<file path="config.mk">
export PLATFORM = sky130hd
export DESIGN_NAME = dcache_direct_flat
export DESIGN_NICKNAME = d
export VERILOG_FILES = /design/src/rtl/dcache_direct_if.sv /design/src/rtl/dcache_direct.sv /design/src/flat_wrapper.sv
export SDC_FILE = /design/constraint.sdc
export NUM_CORES = 1
export LEC_CHECK = 0
export BUFFER_PORTS_ARGS = -buffer_cell sky130_fd_sc_hd__buf_4
export CORE_ASPECT_RATIO = 0.5
export CORE_MARGIN = 2
export CORE_UTILIZATION = 45
export CTS_CLUSTER_SIZE = 20
export DETAILED_ROUTE_END_ITERATION = 10
export PLACE_DENSITY = 0.69
export SLEW_MARGIN = 40
export SYNTH_ARGS = -nofsm -noshare
export SYNTH_HDL_FRONTEND = slang
export SYNTH_SLANG_ARGS = --single-unit
</file>
<file path="constraint.sdc">
create_clock -name clk -period 5.5 [get_ports clk]
set_clock_uncertainty 0.15 [all_clocks]
set_input_delay 0.55 -clock clk [delete_from_list [all_inputs] [get_ports clk]]
set_output_delay 0.55 -clock clk [all_outputs]
set_load 0.01 [all_outputs]
</file>
<file path="src/rtl/dcache_direct_if.sv">
// rtl/dcache_direct_if.sv - CPU and memory-side signal bundle for dcache_direct
interface dcache_direct_if #(
    parameter int ADDRESS_WIDTH = 32
) ();
    logic                     cpu_req_i;
    logic                     cpu_we_i;
    logic [1:0]               cpu_size_i;
    logic [ADDRESS_WIDTH-1:0] cpu_addr_i;
    logic [31:0]              cpu_wdata_i;
    logic [31:0]              cpu_rdata_o;
    logic                     stall_o;
    logic                     mem_req_o;
    logic                     mem_we_o;
    logic [ADDRESS_WIDTH-1:0] mem_addr_o;
    logic [31:0]              mem_wdata_o;
    logic [3:0]               mem_be_o;
    logic                     mem_ack_i;
    logic [31:0]              mem_rdata_i;

    modport master (
        output cpu_req_i, cpu_we_i, cpu_size_i, cpu_addr_i, cpu_wdata_i, mem_ack_i, mem_rdata_i,
        input  cpu_rdata_o, stall_o, mem_req_o, mem_we_o, mem_addr_o, mem_wdata_o, mem_be_o
    );

    modport slave (
        input  cpu_req_i, cpu_we_i, cpu_size_i, cpu_addr_i, cpu_wdata_i, mem_ack_i, mem_rdata_i,
        output cpu_rdata_o, stall_o, mem_req_o, mem_we_o, mem_addr_o, mem_wdata_o, mem_be_o
    );
endinterface

</file>
<file path="src/rtl/dcache_direct.sv">
// rtl/dcache_direct.sv - direct-mapped write-through no-write-allocate data cache
// Optional hit/miss counters are enabled by defining DCACHE_STATS_EN.
module dcache_direct #(
    parameter int ADDRESS_WIDTH = 32,
    parameter int DATA_WIDTH    = 32,
    parameter int SETS          = 8
) (
    input  logic                 clk,
    input  logic                 rst,
    dcache_direct_if.slave       bus
`ifdef DCACHE_STATS_EN
    ,
    output logic [31:0]          hit_count_o,
    output logic [31:0]          miss_count_o
`endif
);
    localparam int INDEX_BITS = $clog2(SETS);
    localparam int TAG_BITS   = ADDRESS_WIDTH - INDEX_BITS - 2;

    typedef enum logic [1:0] {IDLE, FILL, WRITE} state_t;

    state_t                         state_q, state_d;
    logic [SETS-1:0]                valid_q, valid_d;
    logic [TAG_BITS-1:0]            tag_q [SETS];
    logic [TAG_BITS-1:0]            tag_d [SETS];
    logic [DATA_WIDTH-1:0]          data_q [SETS];
    logic [DATA_WIDTH-1:0]          data_d [SETS];
    logic                           done_q, done_d;
    logic                           mem_req_q, mem_req_d;
    logic                           mem_we_q, mem_we_d;
    logic [ADDRESS_WIDTH-3:0]       mem_waddr_q, mem_waddr_d;
    logic [DATA_WIDTH-1:0]          mem_wdata_q, mem_wdata_d;
    logic [3:0]                     mem_be_q, mem_be_d;
    logic                           stall;
    logic                           count_hit, count_miss;

    logic [INDEX_BITS-1:0]          cpu_index, mem_index;
    logic [TAG_BITS-1:0]            cpu_tag, mem_tag;
    logic                           cpu_hit, mem_hit;
    logic [3:0]                     st_be;
    logic [DATA_WIDTH-1:0]          st_wdata;

    assign cpu_index = bus.cpu_addr_i[INDEX_BITS+1:2];
    assign cpu_tag   = bus.cpu_addr_i[ADDRESS_WIDTH-1:INDEX_BITS+2];
    assign mem_index = mem_waddr_q[INDEX_BITS-1:0];
    assign mem_tag   = mem_waddr_q[ADDRESS_WIDTH-3:INDEX_BITS];
    assign cpu_hit   = valid_q[cpu_index] && (tag_q[cpu_index] == cpu_tag);
    assign mem_hit   = valid_q[mem_index] && (tag_q[mem_index] == mem_tag);

    always_comb begin
        st_be    = 4'b1111;
        st_wdata = bus.cpu_wdata_i;
        case (bus.cpu_size_i)
            2'b00: begin
                st_be    = 4'b0001 << bus.cpu_addr_i[1:0];
                st_wdata = {4{bus.cpu_wdata_i[7:0]}};
            end
            2'b01: begin
                st_be    = 4'b0011 << {bus.cpu_addr_i[1], 1'b0};
                st_wdata = {2{bus.cpu_wdata_i[15:0]}};
            end
            default: ;
        endcase
    end

    always_comb begin
        state_d     = state_q;
        valid_d     = valid_q;
        tag_d       = tag_q;
        data_d      = data_q;
        done_d      = 1'b0;
        mem_req_d   = mem_req_q;
        mem_we_d    = mem_we_q;
        mem_waddr_d = mem_waddr_q;
        mem_wdata_d = mem_wdata_q;
        mem_be_d    = mem_be_q;
        stall       = 1'b0;
        count_hit   = 1'b0;
        count_miss  = 1'b0;
        case (state_q)
            IDLE: begin
                // done_q marks the completion cycle of the access still held on the bus
                if (bus.cpu_req_i && !done_q) begin
                    count_hit  = cpu_hit;
                    count_miss = !cpu_hit;
                    if (bus.cpu_we_i) begin
                        stall       = 1'b1;
                        state_d     = WRITE;
                        mem_req_d   = 1'b1;
                        mem_we_d    = 1'b1;
                        mem_waddr_d = bus.cpu_addr_i[ADDRESS_WIDTH-1:2];
                        mem_wdata_d = st_wdata;
                        mem_be_d    = st_be;
                    end else if (!cpu_hit) begin
                        stall       = 1'b1;
                        state_d     = FILL;
                        mem_req_d   = 1'b1;
                        mem_we_d    = 1'b0;
                        mem_waddr_d = bus.cpu_addr_i[ADDRESS_WIDTH-1:2];
                        mem_be_d    = 4'b1111;
                    end
                end
            end
            FILL: begin
                stall = 1'b1;
                if (bus.mem_ack_i) begin
                    state_d            = IDLE;
                    mem_req_d          = 1'b0;
                    mem_we_d           = 1'b0;
                    done_d             = 1'b1;
                    data_d[mem_index]  = bus.mem_rdata_i;
                    tag_d[mem_index]   = mem_tag;
                    valid_d[mem_index] = 1'b1;
                end
            end
            WRITE: begin
                stall = 1'b1;
                if (bus.mem_ack_i) begin
                    state_d   = IDLE;
                    mem_req_d = 1'b0;
                    mem_we_d  = 1'b0;
                    done_d    = 1'b1;
                    if (mem_hit) begin
                        for (int b = 0; b < 4; b++) begin
                            if (mem_be_q[b]) data_d[mem_index][8*b +: 8] = mem_wdata_q[8*b +: 8];
                        end
                    end
                end
            end
            default: state_d = IDLE;
        endcase
    end

    always_ff @(posedge clk or negedge rst) begin
        if (!rst) begin
            state_q     <= IDLE;
            valid_q     <= '0;
            done_q      <= 1'b0;
            mem_req_q   <= 1'b0;
            mem_we_q    <= 1'b0;
            mem_waddr_q <= '0;
            mem_wdata_q <= '0;
            mem_be_q    <= '0;
            for (int i = 0; i < SETS; i++) begin
                tag_q[i]  <= '0;
                data_q[i] <= '0;
            end
        end else begin
            state_q     <= state_d;
            valid_q     <= valid_d;
            done_q      <= done_d;
            mem_req_q   <= mem_req_d;
            mem_we_q    <= mem_we_d;
            mem_waddr_q <= mem_waddr_d;
            mem_wdata_q <= mem_wdata_d;
            mem_be_q    <= mem_be_d;
            tag_q       <= tag_d;
            data_q      <= data_d;
        end
    end

    // stall is forced low while reset is held so an abandoned access releases the pipeline at once
    assign bus.stall_o     = stall & rst;
    assign bus.cpu_rdata_o = data_q[cpu_index];
    assign bus.mem_req_o   = mem_req_q;
    assign bus.mem_we_o    = mem_we_q;
    assign bus.mem_addr_o  = {mem_waddr_q, 2'b00};
    assign bus.mem_wdata_o = mem_wdata_q;
    assign bus.mem_be_o    = mem_be_q;

`ifdef DCACHE_STATS_EN
    logic [31:0] hit_cnt_q, hit_cnt_d, miss_cnt_q, miss_cnt_d;

    always_comb begin
        hit_cnt_d  = hit_cnt_q;
        miss_cnt_d = miss_cnt_q;
        if (count_hit && hit_cnt_q != '1)   hit_cnt_d  = hit_cnt_q + 32'd1;
        if (count_miss && miss_cnt_q != '1) miss_cnt_d = miss_cnt_q + 32'd1;
    end

    always_ff @(posedge clk or negedge rst) begin
        if (!rst) begin
            hit_cnt_q  <= '0;
            miss_cnt_q <= '0;
        end else begin
            hit_cnt_q  <= hit_cnt_d;
            miss_cnt_q <= miss_cnt_d;
        end
    end

    assign hit_count_o  = hit_cnt_q;
    assign miss_count_o = miss_cnt_q;
`else
    logic unused_counts;
    assign unused_counts = count_hit ^ count_miss;
`endif
endmodule

</file>
<file path="src/flat_wrapper.sv">
// flat-port wrapper written by rule: the top's interface ports become plain ports
module dcache_direct_flat 
#(
    parameter int ADDRESS_WIDTH = 32,
    parameter int DATA_WIDTH    = 32,
    parameter int SETS          = 8
)
  (clk, rst, bus_cpu_req_i, bus_cpu_we_i, bus_cpu_size_i, bus_cpu_addr_i, bus_cpu_wdata_i, bus_mem_ack_i, bus_mem_rdata_i, bus_cpu_rdata_o, bus_stall_o, bus_mem_req_o, bus_mem_we_o, bus_mem_addr_o, bus_mem_wdata_o, bus_mem_be_o);
  dcache_direct_if #(.ADDRESS_WIDTH(ADDRESS_WIDTH)) bus_i ();
  input  logic clk;
  input  logic rst;
  input wire logic [$bits(bus_i.cpu_req_i)-1:0] bus_cpu_req_i;
  input wire logic [$bits(bus_i.cpu_we_i)-1:0] bus_cpu_we_i;
  input wire logic [$bits(bus_i.cpu_size_i)-1:0] bus_cpu_size_i;
  input wire logic [$bits(bus_i.cpu_addr_i)-1:0] bus_cpu_addr_i;
  input wire logic [$bits(bus_i.cpu_wdata_i)-1:0] bus_cpu_wdata_i;
  input wire logic [$bits(bus_i.mem_ack_i)-1:0] bus_mem_ack_i;
  input wire logic [$bits(bus_i.mem_rdata_i)-1:0] bus_mem_rdata_i;
  output wire logic [$bits(bus_i.cpu_rdata_o)-1:0] bus_cpu_rdata_o;
  output wire logic [$bits(bus_i.stall_o)-1:0] bus_stall_o;
  output wire logic [$bits(bus_i.mem_req_o)-1:0] bus_mem_req_o;
  output wire logic [$bits(bus_i.mem_we_o)-1:0] bus_mem_we_o;
  output wire logic [$bits(bus_i.mem_addr_o)-1:0] bus_mem_addr_o;
  output wire logic [$bits(bus_i.mem_wdata_o)-1:0] bus_mem_wdata_o;
  output wire logic [$bits(bus_i.mem_be_o)-1:0] bus_mem_be_o;
  assign bus_i.cpu_req_i = bus_cpu_req_i;
  assign bus_i.cpu_we_i = bus_cpu_we_i;
  assign bus_i.cpu_size_i = bus_cpu_size_i;
  assign bus_i.cpu_addr_i = bus_cpu_addr_i;
  assign bus_i.cpu_wdata_i = bus_cpu_wdata_i;
  assign bus_i.mem_ack_i = bus_mem_ack_i;
  assign bus_i.mem_rdata_i = bus_mem_rdata_i;
  assign bus_cpu_rdata_o = bus_i.cpu_rdata_o;
  assign bus_stall_o = bus_i.stall_o;
  assign bus_mem_req_o = bus_i.mem_req_o;
  assign bus_mem_we_o = bus_i.mem_we_o;
  assign bus_mem_addr_o = bus_i.mem_addr_o;
  assign bus_mem_wdata_o = bus_i.mem_wdata_o;
  assign bus_mem_be_o = bus_i.mem_be_o;
  dcache_direct #(.ADDRESS_WIDTH(ADDRESS_WIDTH), .DATA_WIDTH(DATA_WIDTH), .SETS(SETS)) u_core (.clk(clk), .rst(rst), .bus(bus_i));
endmodule
</file>
==> run_results.csv, run 1 <==
group,metric,value,unit
floorplanning,start_util,0.4545,
sta,finalMaxSlewViolations,0,
global_route,overflow,0,
clock_tree,cts_setup_buffers,0,
logic_synthesis,ys_warn_count,0,
setup_path,worst_setup_path_start_kind,"flop",
clock_tree,cts_sinks,551,
detailed_routing,vias,17400,
cells_and_area,fillCellCount,5163,
pwr,p_total,17.07,mW
setup_path,worstPathArrival,5.19,ns
setup_path,critical_path_class,"reg -> reg",
setup_path,rr_startpoint,"u_core.mem_waddr_q[0]$_DFFE_PN0P_",
logic_synthesis,synth_cells,1936,
clock_tree,clk_pin_slew,0.07,ns
floorplanning,fp.dieH,179.5,um
sta,layout_min_cycle_time,4.866,ns
setup_path,reg2reg_depth,11,
clock_tree,cts_buffers,50,
clock_tree,tritoncts,"done",
placement,portBuffers,203,
logic_synthesis,synth_edf_count,0,
hold_path,hp-start,"bus_cpu_addr_i[31]",
logic_synthesis,ys_seq_elements,551,
setup_path,required,5.82,ns
cells_and_area,syn_to_final_growth,15.29,%
hold_path,min_path_type,"in -> reg",
logic_synthesis,ys_types,61,
global_route,first_global_vias,18100,
sta,max-slew-margin-rel,0.4768,
cells_and_area,final_util,0.5240,
detailed_routing,drcViolationCount,0,
logic_synthesis,netlist_area,27730,um^2
cells_and_area,regArea,13790,um^2
floorplanning,die_area,63750,um^2
sta,finalHoldViolations,0,
detailed_routing,antenna_left,0,
logic_synthesis,avgSynthCellArea,14.32,um^2
sta,worst_pin_slew,0.7831,ns
clock_tree,cts_max_level,2,
sta,fmax,0.2055,GHz
hold_path,min_path_cells,2,
clock_tree,hold_buffers,1,
sta,rsz0062_at_grt,"no",
detailed_routing,drt-initial-drc-count,1327,
logic_synthesis,async_flop_share,1.000,
run,drv_cap,0,
setup_path,r2r_end,"u_core.data_q[239]$_DFFE_PN0P_",
detailed_routing,wl,73260,um
detailed_routing,wl_per_cell,24.66,um
setup_path,cp_max_fo,31,
clock_tree,cts-root-buf,"clkbuf_16",
sta,setup_tns,0,ns
floorplanning,core_area,61020,um^2
sta,setup_viol,0,
detailed_routing,drt_pass1_iterations,5,
floorplanning,num_rows,64,
clock_tree,clock_path_buffers,3,
sta,period_share,0.8847,
global_route,grt_max_degree,107,
floorplanning,die-width,355.1,um
logic_synthesis,synthFlopType,"dfrtp_1",
setup_path,cp-end-kind,"flop",
floorplanning,io_pins,206,
cells_and_area,antenna_cells,0,
cells_and_area,fin_nets,2213,
detailed_routing,routed_via_density,5.856,
global_route,grt_pass1_wl,113800,um
placement,dp_hpwl,49010,um
clock_tree,clk_latency,0.60,ns
setup_path,r2r_slack,0.63,ns
global_route,grtUsageTotal,0.2316,
pwr,power_density,533.9,nW/um^2
pwr,p_leak,14.54,nW
placement,gp_congestion,0.8429,
clock_tree,ctsResizeCount,0,
logic_synthesis,ys_seq_area_frac,0.4972,
cells_and_area,multi_input_area,13410,um^2
global_route,antenna_found_initial,0,
hold_path,holdPathEnd,"u_core.mem_waddr_q[29]$_DFFE_PN0P_",
cells_and_area,layout-drive-gt1-share,0.5009,
pwr,max-vdd-ir-drop,0.2586,mV
status,status,"finished, final reports clean",
[metal layers]
| layer | up-vias | global-route usage | wire length (um) |
|---|---|---|---|
| li1 | 7604 | - | - |
| met1 | 9319 | 0.3209 | 32120 |
| met2 | 380 | 0.3865 | 36270 |
| met4 | 0 | 0.05763 | 1738 |
| met3 | 94 | 0.03228 | 3129 |
| met5 | - | 0 | 0 |
[layout by cell type, fill, tap and decap left out, types with 13 or more instances in the layout]
master     Yosys  routed
nand3_1       18      18
xor2_1        14      14
clkbuf_16      0      51
clkinv_2       0      13
dfrtp_1      551     549
mux4_2       129     129
mux2i_1      134     134
buf_4          7     229
nor2_1        43      34
xnor2_1       19      19
nand2_1       56      55
a22oi_1       30      30
o21ai_0       38      38
and3_1        15      15
a21oi_1       33      33
mux2_2       567     567
[kinds of logic after synthesis]
group                    count (synthesis)  synth area share
multiplexers                           841            0.3889
buffers and inverters                  142           0.02206
flip-flops                             551            0.4972
other                                    1         0.0001352
XOR/XNOR                                33           0.01042
AND/OR/NAND/NOR                        196           0.03605
AO/OA/AOI/OAI                          168           0.04345
adder cells (fa/ha/maj)                  4          0.001805
[registers in the layout (all words and copies together), names as in the netlist]
register,count
u_core.done_q,1
u_core.bus.mem_we_o,1
u_core.bus.mem_be_o,4
u_core.valid_q,8
u_core.state_q,2
u_core.bus.mem_wdata_o,32
u_core.bus.mem_req_o,1
u_core.tag_q,216
u_core.mem_waddr_q,30
u_core.data_q,256
[cell type report]
type,count,share of cell area
timing repair buffer,245,0.06265
inverter,14,0.001644
tap,825,0.03229
clock buffer,72,0.04551
multi-input combinational,1244,0.4196
sequential,551,0.4314
clock inverter,20,0.006927
[metrics by stage]
stage | setup WS (ns) | hold WS, ns | instances | area [um^2]
6_report | 0.6343 | 0.05478 | 2971 | 31970
5_1_grt | 0.4554 | 0.03621 | 2971 | 31970
4_1_cts | 0.7125 | 0.02608 | 2970 | 31930
3_5_place_dp | 0.7421 | 0.3245 | 2877 | 30240
3_3_place_gp | 0.7489 | 0.3143 | 2875 | 30190
2_1_floorplan | 1.261 | 0.1044 | 1937 | 27740
[critical path, cell delays in order (launching register included)]
cell and delay (ns):
dfrtp_4 0.78, buf_12 0.30, mux4_2 0.53, mux2i_1 0.19
xnor2_1 0.11, nor4_1 0.64, buf_4 0.23, nand3_1 0.06
nor3b_1 0.40, and3_1 0.58, a21boi_1 0.38, mux2_2 0.37
[where the power goes]
group	internal (mW)	switching [mW]
clock	2.03	1.60
sequential	5.77	1.53
combinational	3.48	2.66
[synthesized netlist by cell type, types with 8 or more instances]
cell type | number | area [um^2]
buf_2 | 12 | 60.06
a21oi_4 | 12 | 195.2
inv_1 | 12 | 45.04
a21oi_1 | 33 | 165.2
mux4_2 | 129 | 2905
nand3_1 | 18 | 90.09
dfrtp_1 | 551 | 13790
and3_1 | 15 | 93.84
a22oi_1 | 30 | 225.2
clkbuf_1 | 75 | 281.5
nand2b_1 | 10 | 62.56
buf_1 | 29 | 108.9
xnor2_1 | 19 | 166.4
o22ai_1 | 10 | 62.56
nor2_1 | 43 | 161.4
mux2_2 | 567 | 6385
or2_2 | 9 | 56.30
o21ai_0 | 38 | 190.2
mux2i_1 | 134 | 1341
xor2_1 | 14 | 122.6
nand2_1 | 56 | 210.2
mux2_4 | 8 | 120.1
[how the worst max path moves through the flow]
stage	start	endpoint	slack, ns	cells past startpoint
2_1_floorplan	bus_cpu_addr_i[2]	bus_cpu_rdata_o[10]	1.26	7
3_3_place_gp	u_core.mem_waddr_q[0]$_DFFE_PN0P_	u_core.data_q[232]$_DFFE_PN0P_	0.75	11
3_5_place_dp	u_core.mem_waddr_q[0]$_DFFE_PN0P_	u_core.data_q[235]$_DFFE_PN0P_	0.74	11
4_1_cts	u_core.mem_waddr_q[0]$_DFFE_PN0P_	u_core.data_q[239]$_DFFE_PN0P_	0.71	11
5_1_grt	u_core.mem_waddr_q[0]$_DFFE_PN0P_	u_core.data_q[235]$_DFFE_PN0P_	0.46	11
6_report	u_core.mem_waddr_q[0]$_DFFE_PN0P_	u_core.data_q[239]$_DFFE_PN0P_	0.63	11
Power figures use the tool's default switching activity.
==> run 2, diff against run 1 <==
--- a/config.mk
+++ b/config.mk
@@ -6,13 +6,15 @@
 export NUM_CORES = 1
 export LEC_CHECK = 0
 export BUFFER_PORTS_ARGS = -buffer_cell sky130_fd_sc_hd__buf_4
+export CELL_PAD_IN_SITES_DETAIL_PLACEMENT = 1
+export CELL_PAD_IN_SITES_GLOBAL_PLACEMENT = 1
 export CORE_ASPECT_RATIO = 0.5
 export CORE_MARGIN = 2
 export CORE_UTILIZATION = 45
 export CTS_CLUSTER_SIZE = 20
 export DETAILED_ROUTE_END_ITERATION = 10
-export PLACE_DENSITY = 0.69
-export SLEW_MARGIN = 40
+export PLACE_DENSITY = 0.78
+export SLEW_MARGIN = 20
 export SYNTH_ARGS = -nofsm -noshare
 export SYNTH_HDL_FRONTEND = slang
 export SYNTH_SLANG_ARGS = --single-unit
==> run 2 against run 1 <==
Worst setup slack got worse by 0.0057 ns. Combinational power is 1% higher. Largest power group unchanged. Clock power increased by 4%. First-iteration DRC count decreased by 23%.
==> run_results.csv, run 2 (synthesis results as in run 1) <==
group,metric,value,unit
cells_and_area,final_common_cell,"mux2_2",
floorplanning,die-width,355.1,um
global_route,grt_max_degree,151,
detailed_routing,vias,17690,
placement,portBuffers,203,
pwr,max-vdd-ir-drop,0.3071,mV
sta,setup_viol,0,
setup_path,critical_path_class,"reg -> reg",
detailed_routing,wl_per_cell,26.49,um
global_route,grt_pass1_wl,122100,um
detailed_routing,wl,78800,um
status,status,"finished, final reports clean",
sta,finalMaxSlewViolations,0,
cells_and_area,final_util,0.5238,
sta,rsz0062_at_grt,"no",
detailed_routing,drt_pass1_iterations,6,
floorplanning,fp.dieH,179.5,um
sta,setup_tns,0,ns
cells_and_area,layout-drive-gt1-share,0.5007,
cells_and_area,antenna_cells,0,
pwr,power_density,543.0,nW/um^2
setup_path,worstPathArrival,5.20,ns
global_route,first_global_vias,19650,
detailed_routing,drcViolationCount,0,
floorplanning,io_pins,206,
clock_tree,cts_max_level,2,
sta,period_share,0.8857,
cells_and_area,final_cell_mix,"mux2_2, dfrtp_1, buf_4",
setup_path,cp-end-kind,"flop",
placement,dp_hpwl,51970,um
clock_tree,clk_latency,0.61,ns
setup_path,required,5.83,ns
setup_path,worst_setup_path_start_kind,"flop",
detailed_routing,antenna_left,0,
clock_tree,cts-root-buf,"clkbuf_16",
clock_tree,clk_pin_slew,0.06,ns
global_route,overflow,0,
run,drv_cap,0,
clock_tree,clock_path_buffers,3,
sta,fmax,0.2053,GHz
cells_and_area,fin_nets,2216,
sta,max-slew-margin-rel,0.3168,
floorplanning,start_util,0.4545,
placement,gp_congestion,0.8057,
cells_and_area,syn_to_final_growth,15.26,%
pwr,p_leak,14.54,nW
clock_tree,ctsResizeCount,0,
floorplanning,num_rows,64,
clock_tree,cts_sinks,551,
detailed_routing,routed_via_density,5.948,
hold_path,min_path_type,"in -> reg",
global_route,antenna_found_initial,0,
setup_path,cp_max_fo,13,
sta,finalHoldViolations,0,
floorplanning,die_area,63750,um^2
cells_and_area,regMostFlops,"u_core.data_q",
clock_tree,cts_buffers,52,
sta,worst_pin_slew,1.022,ns
floorplanning,core_area,61020,um^2
sta,layout_min_cycle_time,4.871,ns
cells_and_area,largest_register_ffs,256,
detailed_routing,drt-initial-drc-count,1026,
clock_tree,tritoncts,"done",
global_route,grtUsageTotal,0.2487,
run 2: metrics by stage:
| stage | instance area (um^2) | cells | power [mW] | setup slack [ns] | hold WS (ns) |
|---|---|---|---|---|---|
| floorplan | 27740 | 1937 | 11.21 | 1.261 | 0.1044 |
| global placement | 30190 | 2879 | 13.26 | 0.7395 | 0.3162 |
| detailed placement | 30190 | 2879 | 13.59 | 0.7626 | 0.3311 |
| CTS | 31960 | 2974 | 17.46 | 0.7437 | 0.01868 |
| global route | 31960 | 2974 | 18.29 | 0.4935 | 0.02846 |
| finish | 31960 | 2974 | 17.36 | 0.6286 | 0.04598 |
run 2: layout make-up:
type / count / area, um^2
clock buffers: 82 / 1605
clock inverters: 12 / 151.4
fillers: 5945 / 29050
inverters: 14 / 52.55
multi-input cells: 1244 / 13410
flip-flops and latches: 551 / 13790
well taps: 825 / 1032
repair buffers: 246 / 1918
run 2: final timing paths:
kind                                                   start                           endpoint  slack [ns]  depth (start not counted)
min                                        bus_cpu_addr_i[8]  u_core.mem_waddr_q[6]$_DFFE_PN0P_        0.05                          2
max reg2reg                u_core.mem_waddr_q[2]$_DFFE_PN0P_     u_core.data_q[172]$_DFFE_PN0P_        0.63                         10
max in group asynchronous                                rst     u_core.data_q[169]$_DFFE_PN0P_        3.35                          3
max                        u_core.mem_waddr_q[2]$_DFFE_PN0P_     u_core.data_q[172]$_DFFE_PN0P_        0.63                         10
min in group asynchronous                                rst       u_core.tag_q[70]$_DFFE_PN0P_        0.34                          2
min reg2reg                   u_core.data_q[221]$_DFFE_PN0P_     u_core.data_q[221]$_DFFE_PN0P_        0.34                          1
run 2: power breakdown:
| part | internal (mW) | total (mW) | switching, mW |
|---|---|---|---|
| Sequential | 5.77 | 7.36 | 1.60 |
| Combinational | 3.49 | 6.22 | 2.73 |
| Clock | 2.14 | 3.77 | 1.63 |
run 2: timing repair:
action                                 CTS  global route
hold buffers                             1             0
endpoints found under the hold margin   68             0
setup buffers                            0             0
setup endpoints to repair                0             0
run 2: critical path, cell delays in order (launching register included):
cell       delay (ns)
dfrtp_1          0.71
nand2b_1         0.66
o22ai_1          0.25
or3_1            0.38
a2111oi_0        0.49
buf_4            0.20
nand3_1          0.07
nor3b_1          0.46
and3_1           0.57
a21boi_1         0.43
mux2_2           0.39
run 2: layer usage:
metal	GRT usage	part of all wire	wire, um
met1	0.3256	0.43	33800
met4	0.07797	0.032	2487
met2	0.4267	0.50	39650
met5	0	0	0
met3	0.03817	0.036	2854
